==> src/rtl/serial_adder_ctrl.sv <==
// -----------------------------------------------------------------------------
// serial_adder_ctrl
//
// Bit-serial add controller. A single one-bit full-adder slice is reused for
// every bit position. Operands are captured on an accepted start, then walked
// LSB-to-MSB one bit per clock. The registered sum and carry-out update only
// on the completion edge. done pulses for one cycle after that edge.
//
// Optional feature macro: SERIAL_ADDER_SUB_EN
//   When defined, a 'sub' input selects op_a - op_b. B is inverted and the
//   carry is forced to 1 (two's complement), so cout=1 means no borrow.
//
// Parameters:
//   WIDTH   operand/result width, 2..32
//
// Ports:
//   clk     clock, rising edge
//   rst_n   asynchronous active-low reset
//   start   request, sampled only in IDLE
//   op_a    operand A, captured on accepted start
//   op_b    operand B, captured on accepted start
//   cin     carry-in, captured on accepted start
//   sub     subtract select (only with SERIAL_ADDER_SUB_EN)
//   busy    high while the bits are being walked
//   done    one-cycle completion pulse
//   result  registered sum
//   cout    registered carry-out of bit WIDTH-1
// -----------------------------------------------------------------------------
module serial_adder_ctrl #(
    parameter int WIDTH = 8
) (
    input  logic             clk,
    input  logic             rst_n,
    input  logic             start,
    input  logic [WIDTH-1:0] op_a,
    input  logic [WIDTH-1:0] op_b,
    input  logic             cin,
`ifdef SERIAL_ADDER_SUB_EN
    input  logic             sub,
`endif
    output logic             busy,
    output logic             done,
    output logic [WIDTH-1:0] result,
    output logic             cout
);

    localparam int CW = (WIDTH > 1) ? $clog2(WIDTH) : 1;
    localparam logic [CW-1:0] LAST = CW'(WIDTH - 1);

    typedef enum logic [1:0] {
        IDLE = 2'd0,
        RUN  = 2'd1,
        DONE = 2'd2
    } state_t;

    state_t state, state_n;

    logic [WIDTH-1:0] a_sr, b_sr, sum_sr;
    logic             c_q;
    logic [CW-1:0]    cnt;

    // Subtract select as seen by the load path; constant 0 in add-only builds.
    logic sub_sel;
`ifdef SERIAL_ADDER_SUB_EN
    assign sub_sel = sub;
`else
    assign sub_sel = 1'b0;
`endif

    // Shared one-bit full-adder slice.
    logic s_bit, c_nxt;
    assign s_bit = a_sr[0] ^ b_sr[0] ^ c_q;
    assign c_nxt = (a_sr[0] & b_sr[0]) | (a_sr[0] & c_q) | (b_sr[0] & c_q);

    logic last_bit;
    assign last_bit = (cnt == LAST);

    // State register
    always_ff @(posedge clk or negedge rst_n) begin
        if (!rst_n) state <= IDLE;
        else        state <= state_n;
    end

    // Next-state logic
    always_comb begin
        state_n = state;
        case (state)
            IDLE:    if (start) state_n = RUN;
            RUN:     if (last_bit) state_n = DONE;
            DONE:    state_n = IDLE;
            default: state_n = IDLE;
        endcase
    end

    // busy/done decode straight from the state register, so an async reset
    // drops them immediately and they can never be high together.
    assign busy = (state == RUN);
    assign done = (state == DONE);

    // Datapath
    always_ff @(posedge clk or negedge rst_n) begin
        if (!rst_n) begin
            a_sr   <= '0;
            b_sr   <= '0;
            sum_sr <= '0;
            c_q    <= 1'b0;
            cnt    <= '0;
            result <= '0;
            cout   <= 1'b0;
        end else begin
            case (state)
                IDLE: begin
                    if (start) begin
                        a_sr   <= op_a;
                        b_sr   <= sub_sel ? ~op_b : op_b;
                        c_q    <= sub_sel ? 1'b1 : cin;
                        sum_sr <= '0;
                        cnt    <= '0;
                    end
                end
                RUN: begin
                    a_sr   <= a_sr >> 1;
                    b_sr   <= b_sr >> 1;
                    c_q    <= c_nxt;
                    sum_sr <= {s_bit, sum_sr[WIDTH-1:1]};
                    // Counter parks at WIDTH-1 on the last bit instead of wrapping.
                    if (!last_bit) cnt <= cnt + 1'b1;
                    if (last_bit) begin
                        result <= {s_bit, sum_sr[WIDTH-1:1]};
                        cout   <= c_nxt;
                    end
                end
                default: ;
            endcase
        end
    end

endmodule

==> config.mk <==
export PLATFORM = sky130hd
export DESIGN_NAME = serial_adder_ctrl
export DESIGN_NICKNAME = d
export VERILOG_FILES = /design/src/rtl/serial_adder_ctrl.sv
export SDC_FILE = /design/constraint.sdc
export NUM_CORES = 1
export LEC_CHECK = 0
export ABC_AREA = 1
export BUFFER_PORTS_ARGS = -buffer_cell sky130_fd_sc_hd__buf_2
export CELL_PAD_IN_SITES_DETAIL_PLACEMENT = 0
export CELL_PAD_IN_SITES_GLOBAL_PLACEMENT = 2
export CORE_UTILIZATION = 37
export CTS_BUF_LIST = sky130_fd_sc_hd__clkbuf_4 sky130_fd_sc_hd__clkbuf_8
export DETAILED_ROUTE_END_ITERATION = 16
export GPL_TIMING_DRIVEN = 1
export PLACE_DENSITY_LB_ADDON = 0.1
export SLEW_MARGIN = 5
export SYNTH_ARGS = -nofsm -noshare
export SYNTH_HDL_FRONTEND = slang
export SYNTH_SLANG_ARGS = --single-unit
==> constraint.sdc <==
create_clock -name clk -period 2.1 [get_ports clk]
set_input_delay 0.21 -clock clk [delete_from_list [all_inputs] [get_ports clk]]
set_output_delay 0.21 -clock clk [all_outputs]
set_load 0.05 [all_outputs]
==> results of run 1 <==
## cell families after synthesis
group / after synthesis / synth area share (%)
AOI/OAI and AO/OA: 17 / 6.574
and+or+nand+nor: 109 / 28.24
adders and majority gates: 3 / 2.491
DFF: 38 / 52.60
buffers and inverters: 42 / 10.10
## cells in the mapped netlist
cell	count	area, um2
clkbuf_1	1	3.750
dfrtp_1	38	950.9
o21ai_1	1	5.000
buf_6	1	11.26
o21ai_2	9	78.83
buf_4	3	22.52
nand4_1	5	31.28
inv_1	30	112.6
nand2_2	1	6.260
fa_1	1	20.02
ha_1	2	25.02
inv_2	2	7.510
nand2_1	51	191.4
nor2_4	1	11.26
nor2_1	3	11.26
nand3_1	45	225.2
nand2_4	3	33.78
buf_2	5	25.02
o21ai_0	7	35.03
## worst paths after layout
check / to / slack, ns / startpoint
setup / recovery: busy / 0.39 / state[0]$_DFFE_PN0P_
hold / removal: b_sr[4]$_DFFE_PN0P_ / 0.02 / rst_n
setup reg to reg: b_sr[1]$_DFFE_PN0P_ / 0.51 / state[1]$_DFFE_PN0P_
hold reg to reg: result[5]$_DFFE_PN0P_ / 0.48 / result[5]$_DFFE_PN0P_
max in group asynchronous: a_sr[6]$_DFFE_PN0P_ / 1.53 / rst_n
min in group clk: b_sr[7]$_DFFE_PN0P_ / 0.12 / op_b[7]
## area by class of cell
class	instances	area share (%)
clock inverter	2	0.5988
inverter	32	5.749
clock buffer	6	3.952
sequential	38	45.51
multi-input combinational	129	32.28
timing repair buffer	32	7.904
tap	67	4.012
## sequential cells by signal, indices dropped and copies added, names as in the netlist
| register | cells |
|---|---|
| cnt | 3 |
| cout | 1 |
| a_sr | 8 |
| state | 2 |
| result | 8 |
| c_q | 1 |
| sum_sr | 7 |
| b_sr | 8 |
## power groups by stage
stage	sequential, W	clock, W	combinational, W
6_report	0.00121	0.000523	0.00139
3_5_place_dp	0.00122	0	0.00141
2_1_floorplan	0.00142	0	0.000900
4_1_cts	0.00121	0.000543	0.00142
3_3_place_gp	0.00121	0	0.00139
5_1_grt	0.00125	0.000582	0.00158
## per-stage QoR
step | utilization (%) | cell area, um2 | setup slack (ns) | hold slack (ns)
after floorplan | - | 1808 | 0.5268 | -0.08559
after global placement | 42.23 | 1994 | 0.5191 | 0.3647
after detailed placement | 42.23 | 1994 | 0.4960 | 0.3765
after CTS | 44.24 | 2090 | 0.3592 | 0.06124
after global routing | 44.24 | 2090 | 0.3036 | 0.09379
final | 44.24 | 2090 | 0.3852 | 0.02303
## layout by cell type, fill, tap and decap left out, drive strengths merged
master,n
nand3,45
nand2,55
nor2,4
clkbuf,6
clkinvlp,1
dfrtp,38
ha,2
nand4,5
fa,1
inv,32
buf,32
clkinv,1
o21ai,17
## layer usage
metal	share of wire, %	wire length, um
met1	49	1730
met2	46	1621
met3	4.2	150
met4	1.2	44
met5	0	0
## critical path: stages (launching register included)
cell and delay (ns):
dfrtp_1 0.49, inv_2 0.12, nor2_4 0.27, buf_2 0.33
==> summary.md, run 1 <==
| Metric | Value |
|---|---|
| Status | finished, final reports clean |
| Initial antenna violation count | 0 |
| # H-tree levels | 2 |
| Worst-case clock buffer depth | 2 |
| # rows | 25 |
| Placed cell count | 298 |
| Ratio of cells with drive above 1 in the final layout | 23.43% |
| Clk pin slew, worst setup/hold paths | 0.08 ns |
| Slew HR | 42.94% |
| Synth warnings | 0 |
| Sw power | 0.001385 W |
| Max cap viols | 0 |
| PostCTS Resize Cnt | 0 |
| Root Buffer | clkbuf_8 |
| Largest net degree at the start of global routing | 39 |
| Clock power share | 16.8% |
| Register Area | 950.9 um2 |
| Post-Syn Nets | 232 |
| Clk sinks | 38 |
| Crit path kind | flop to output pin |
| Final wirelength | 3546 um |
| Shortest period the worst path allows | 1.715 ns |
| Arrival time of the worst setup path | 1.50 ns |
| Final cycle utilization of the critical path | 81.66% |
| Min-Delay Path Class | input pin to asynchronous set/reset pin |
| Clock Latency Late Sink | 0.29 ns |
| Num CTS Buffers | 5 |
| Top Ports | 31 |
| Chip height | 71.91 um |
| Peak supply drop | 0.0006239 V |
| Register area share after synthesis | 52.60% |
| TNS Setup | 0 ns |
| Met2 Use GR | 25.47% |
| Fin. Hold Viols | 0 |
| Slew Viols, Final | 0 |
| Starting DRT DRC Count | 76 |
| Crit end category | output pin |
| Reg2reg path depth | 5 |
| Vias/cell | 4.722 |
| Post-route DRC | 0 |
| Reg power frac | 38.7% |
| Switching part of the total | 44.41% |
| Seq cells post-synth | 38 |
| GP Congestion | 0.7347 |
| CTS tree | done |
| Vias in the first global route | 1,348 |
| DR pass1 iterations | 6 |
| Part of the power in combinational logic | 44.6% |
| Via count | 1,445 |
| CP Launch Type | flop |
| Mapped Area | 1808 um2 |
| Crit Path Max Fanout | 11 |
| Non-Filler Instances | 306 |
| Final setup fails | 0 |
| Die Footprint | 5170 um2 |
| Synth cell types | 19 |
| Area taken by multi-input logic gates | 674.4 um2 |
| Setup bufs post-CTS | 0 |
| Syn avg cell area | 8.651 um2 |
| Post-DP HPWL | 2378 um |
| PD cells | 1492 nW/um2 |
| LEAKAGE | 1.128 nW |
| M1 GR Usage | 19.71% |
| First-pass GRT wire length | 6127 um |
| Antenna Cells | 0 |
| Grt met3 use | 4.722% |
| Synth-to-layout area growth | 15.57% |
| Initial Util | 38.28% |
| GR peak layer | met2 |
| Global route total overflow | 0 |
| IO Port Bufs | 30 |
| All-Layer GR Usage | 15.55% |
| Nets | 261 |
| Unrepaired setup endpoints after global routing | no |
| Filler cell count | 471 |
| Layout Skew | 0.009267 ns |
| Max Clock Freq | 583.2 MHz |
| Required time of the worst setup path | 1.89 ns |
| Cts hold-fix bufs | 0 |
| Overall Power | 0.003118 W |
| Least-Margin Pin Slew | 0.8558 ns |
| DIE WIDTH | 71.91 um |
| Core footprint | 4723 um2 |
| Routed len/inst | 11.59 um |
| Antenna-violating nets left | 0 |
| Cells after Synth | 209 |
| Internal power contribution | 0.001733 W |
(Power assumes the default switching activity.)
==> run 2: changes to the inputs <==
--- a/config.mk
+++ b/config.mk
@@ -5,11 +5,11 @@
 export SDC_FILE = /design/constraint.sdc
 export NUM_CORES = 1
 export LEC_CHECK = 0
-export ABC_AREA = 1
+export ABC_AREA = 0
 export BUFFER_PORTS_ARGS = -buffer_cell sky130_fd_sc_hd__buf_2
 export CELL_PAD_IN_SITES_DETAIL_PLACEMENT = 0
 export CELL_PAD_IN_SITES_GLOBAL_PLACEMENT = 2
-export CORE_UTILIZATION = 37
+export CORE_UTILIZATION = 38
 export CTS_BUF_LIST = sky130_fd_sc_hd__clkbuf_4 sky130_fd_sc_hd__clkbuf_8
 export DETAILED_ROUTE_END_ITERATION = 16
 export GPL_TIMING_DRIVEN = 1
==> constraint.sdc (replaced) <==
create_clock -name clk -period 1.7 [get_ports clk]
set_input_delay 0.17 -clock clk [delete_from_list [all_inputs] [get_ports clk]]
set_output_delay 0.17 -clock clk [all_outputs]
set_load 0.05 [all_outputs]
==> run 2 against run 1 <==
Effect of this change: the flow now finishes with violations (DRC); wire length fell by 0.48%; area after synthesis down 1.5%; via count shrank 14%; utilization rose by 3.8 points; sequential power increased by 26%; sequential share of layout area fell by 0.93 points; cell count down 25%; critical endpoint is now result[7]$_DFFE_PN0P_; largest cell class unchanged; largest power group unchanged.
==> summary.md, run 2 <==
| Metric | Value |
|---|---|
| Synth cell types | 30 (+11) |
| Most numerous cell in the Yosys netlist | dfrtp_1 |
| Worst path slowest cell | dfrtp_1 |
| Clock Latency Late Sink | 0.29 ns (about the same) |
| PD cells | 1852 nW/um2 (+24%) |
| Delay-heaviest family, CP | adder cells |
| Reg2reg path depth | 5 (unchanged) |
| Chip height | 70.48 um (-2.0%) |
| CP Buf/Inv Count | 1 (-1) |
| Top cell type's share of synthesized area | 53.37% (+0.78 points) |
| Die Footprint | 4967 um2 (-3.9%) |
| Placed standard-cell area | 2007 um2 (+0.63%) |
| Synth area leader | dfrtp_1 |
| Layout Skew | 0.008399 ns (-0.0008682 ns) |
| Seq cells post-synth | 38 (unchanged) |
| Commonest non-fill, non-tap cell in the layout | dfrtp_1 |
| Peak supply drop | 0.0007314 V (+17%) |
| Worst-case clock buffer depth | 2 (unchanged) |
| Fin. Hold Viols | 0 (unchanged) |
| Required time of the worst setup path | 1.87 ns (-0.02 ns) |
| Core footprint | 4444 um2 (-5.9%) |
| Root Buffer | clkbuf_8 |
| First-pass GRT wire length | 5996 um (-2.1%) |
| Largest net degree at the start of global routing | 22 (-44%) |
| Post-Syn Nets | 165 (-29%) |
| Hold EP | a_sr[4]$_DFFE_PN0P_ |
| Slew Viols, Final | 0 (unchanged) |
| R2R Path Start | cnt[0]$_DFFE_PN0P_ |
| GR peak layer | met2 |
| Global route total overflow | 0 (unchanged) |
| Register area share after synthesis | 53.37% (+0.78 points) |
| Crit Path Max Fanout | 10 (-1) |
| Synth-to-layout area growth | 19.73% |
| Final setup fails | 0 (unchanged) |
| # rows | 24 (-4.0%) |
| GP Congestion | 0.6443 (-12%) |
| Initial Util | 40.09% (+1.8 points) |
| Antenna-violating nets left | 0 (unchanged) |
| Post-DP HPWL | 2438 um (+2.5%) |
| Reg2reg end | result[7]$_DFFE_PN0P_ |
| CP Launch Type | flop |
| IO Port Bufs | 30 (unchanged) |
| Vias in the first global route | 1,254 (-7.0%) |
| Final wirelength | 3529 um (-0.48%) |
| Syn avg cell area | 12.55 um2 (+45%) |
| R2R setup slack | 0.1 ns (-0.41 ns) |
| Primary FF master, synth | dfrtp_1 |
| Fin area | 2133 um2 (+2.1%) |
| Clk pin slew, worst setup/hold paths | 0.07 ns (about the same) |
| Failing checks | DRC |
| Dominant cells by area after synthesis | dfrtp_1, mux2_1, o221a_2 |
| TNS Setup | 0 ns (unchanged) |
| Hold Path Cell Cnt | 3 |
| DR pass1 iterations | 10 (+4) |
| Top Ports | 31 (unchanged) |
| Min-Delay Path Class | input pin to flop |
| Synth top cells by count | dfrtp_1, inv_1, buf_2, mux2_1 |
| Post-route DRC | 6 (+6) |
| CTS tree | done |
| Cells after Synth | 142 (-32%) |
| Grt met3 use | 4.040% (-0.68 points) |
| Status | finished, violations left |
| Crit end category | flop |
| Worst Hold Launch | op_a[4] |
| Clk sinks | 38 (unchanged) |
| Nets | 198 (-24%) |
| Shortest period the worst path allows | 1.605 ns |
| DIE WIDTH | 70.48 um (-2.0%) |
| Initial antenna violation count | 0 (unchanged) |
| Ratio of cells with drive above 1 in the final layout | 32.39% (+9.0 points) |
| Max Clock Freq | 623.1 MHz |
| Vias/cell | 5.452 (+15%) |
| Crit path kind | flop to flop |
| Slew HR | 53.74% (+11 points) |
| # H-tree levels | 2 (unchanged) |
| Starting DRT DRC Count | 60 (-21%) |
| Synth warnings | 0 (unchanged) |
| Synth async-reset ratio | 100.0% (unchanged) |
| Antenna Cells | 0 (unchanged) |
| Num CTS Buffers | 5 (unchanged) |
| Arrival time of the worst setup path | 1.78 ns (+0.28 ns) |
| Commonest cells after routing, fill and taps aside | dfrtp_1, buf_2, inv_1 |
| Max cap viols | 0 (unchanged) |
| Mapped Area | 1782 um2 (-1.5%) |
| All-Layer GR Usage | 15.76% (+0.21 points) |
| LEAKAGE | 1.005 nW (-11%) |
| Via count | 1,243 (-14%) |
| Least-Margin Pin Slew | 0.6934 ns (-0.1625 ns) |
| M1 GR Usage | 21.34% (+1.6 points) |
| Routed len/inst | 15.48 um (+34%) |
| Post-synth EDFFs | 0 (unchanged) |
| Final cycle utilization of the critical path | 94.40% |
| CP max stage delay | 0.40 ns (-0.09 ns) |
| Met2 Use GR | 24.16% (-1.3 points) |
| Most common cell type on the critical path | ha_1 |
| Top Registers | a_sr (8), b_sr (8), result (8) |
| Unrepaired setup endpoints after global routing | no |
| CP Cell Sequence | ha_1, ha_1, nand3b_1, buf_12, mux2_1 |
[run 2: cell count changes in the layout (fill, tap and decap cells not counted), moves of 5 or more]
cell      change
or4b_1        +8
o21ai_2       -9
a211oi_1      +7
o221a_2       +8
nor4b_1       +7
inv_1        -19
a22o_1        +7
nand2_1      -49
mux2_1        +9
nor3b_1       +8
nand3_1      -42
o21ai_0       -7
nand4_1       -5
[run 2: cell type report]
class | count | area [um2]
Clock buffer | 5 | 68.82
Clock inverter | 3 | 45.04
Fill cell | 415 | 2311
Inverter | 12 | 45.04
Multi-Input combinational cell | 79 | 710.7
Sequential cell | 38 | 950.9
Tap cell | 52 | 65.06
Timing Repair Buffer | 39 | 247.7
[run 2: metal layers]
metal,wire [um],part of all wire (%)
met3,182,5.2
met5,0,0
met1,1673,47
met2,1628,46
met4,44,1.2
[run 2: cells by family after synthesis]
logic type	after synthesis	synth area share (%)
adders and majority gates	3	2.528
DFF	38	53.37
buffers and inverters	25	6.741
and+or+nand+nor	37	16.36
muxes	9	5.688
AOI/OAI and AO/OA	30	15.31
[run 2: worst max-delay path by stage]
stage	from	end	cells past startpoint
4_1_cts	state[1]$_DFFE_PN0P_	busy	4
5_1_grt	state[1]$_DFFE_PN0P_	busy	4
3_5_place_dp	cnt[0]$_DFFE_PN0P_	result[5]$_DFFE_PN0P_	5
2_1_floorplan	state[1]$_DFFE_PN0P_	done	4
3_3_place_gp	cnt[0]$_DFFE_PN0P_	result[2]$_DFFE_PN0P_	5
6_report	cnt[0]$_DFFE_PN0P_	result[7]$_DFFE_PN0P_	5
[run 2: through the flow]
| step | hold slack, ns | power, W | instances | util (%) | worst slack [ns] |
|---|---|---|---|---|---|
| final | 0.2210 | 0.003950 | 228 | 48.00 | 0.09520 |
| after global routing | 0.2234 | 0.004220 | 228 | 48.00 | 0.02162 |
| after CTS | 0.2106 | 0.003997 | 228 | 47.94 | 0.05127 |
| after detailed placement | 0.1559 | 0.003209 | 219 | 45.16 | 0.1038 |
| after global placement | 0.1427 | 0.003143 | 219 | 45.16 | 0.1645 |
| after floorplan | -0.1256 | 0.002784 | 142 | - | 0.03736 |
[run 2: timing repair]
item	CTS	global route
setup buffers	0	0
endpoints found under the setup margin	0	1
resized for setup	0	1
hold endpoints to repair	20	0
hold buffers	1	0
[run 2: power breakdown]
group	total (W)	switching, W	internal (W)
clock	0.000766	0.000330	0.000436
combinational	0.00165	0.000957	0.000695
sequential	0.00153	0.000234	0.00130
total	0.00395	0.00152	0.00243
[run 2: tightest hold or removal path: stages]
cell and delay, ns:
buf_2 0.07, or4b_1 0.09, o221a_2 0.15
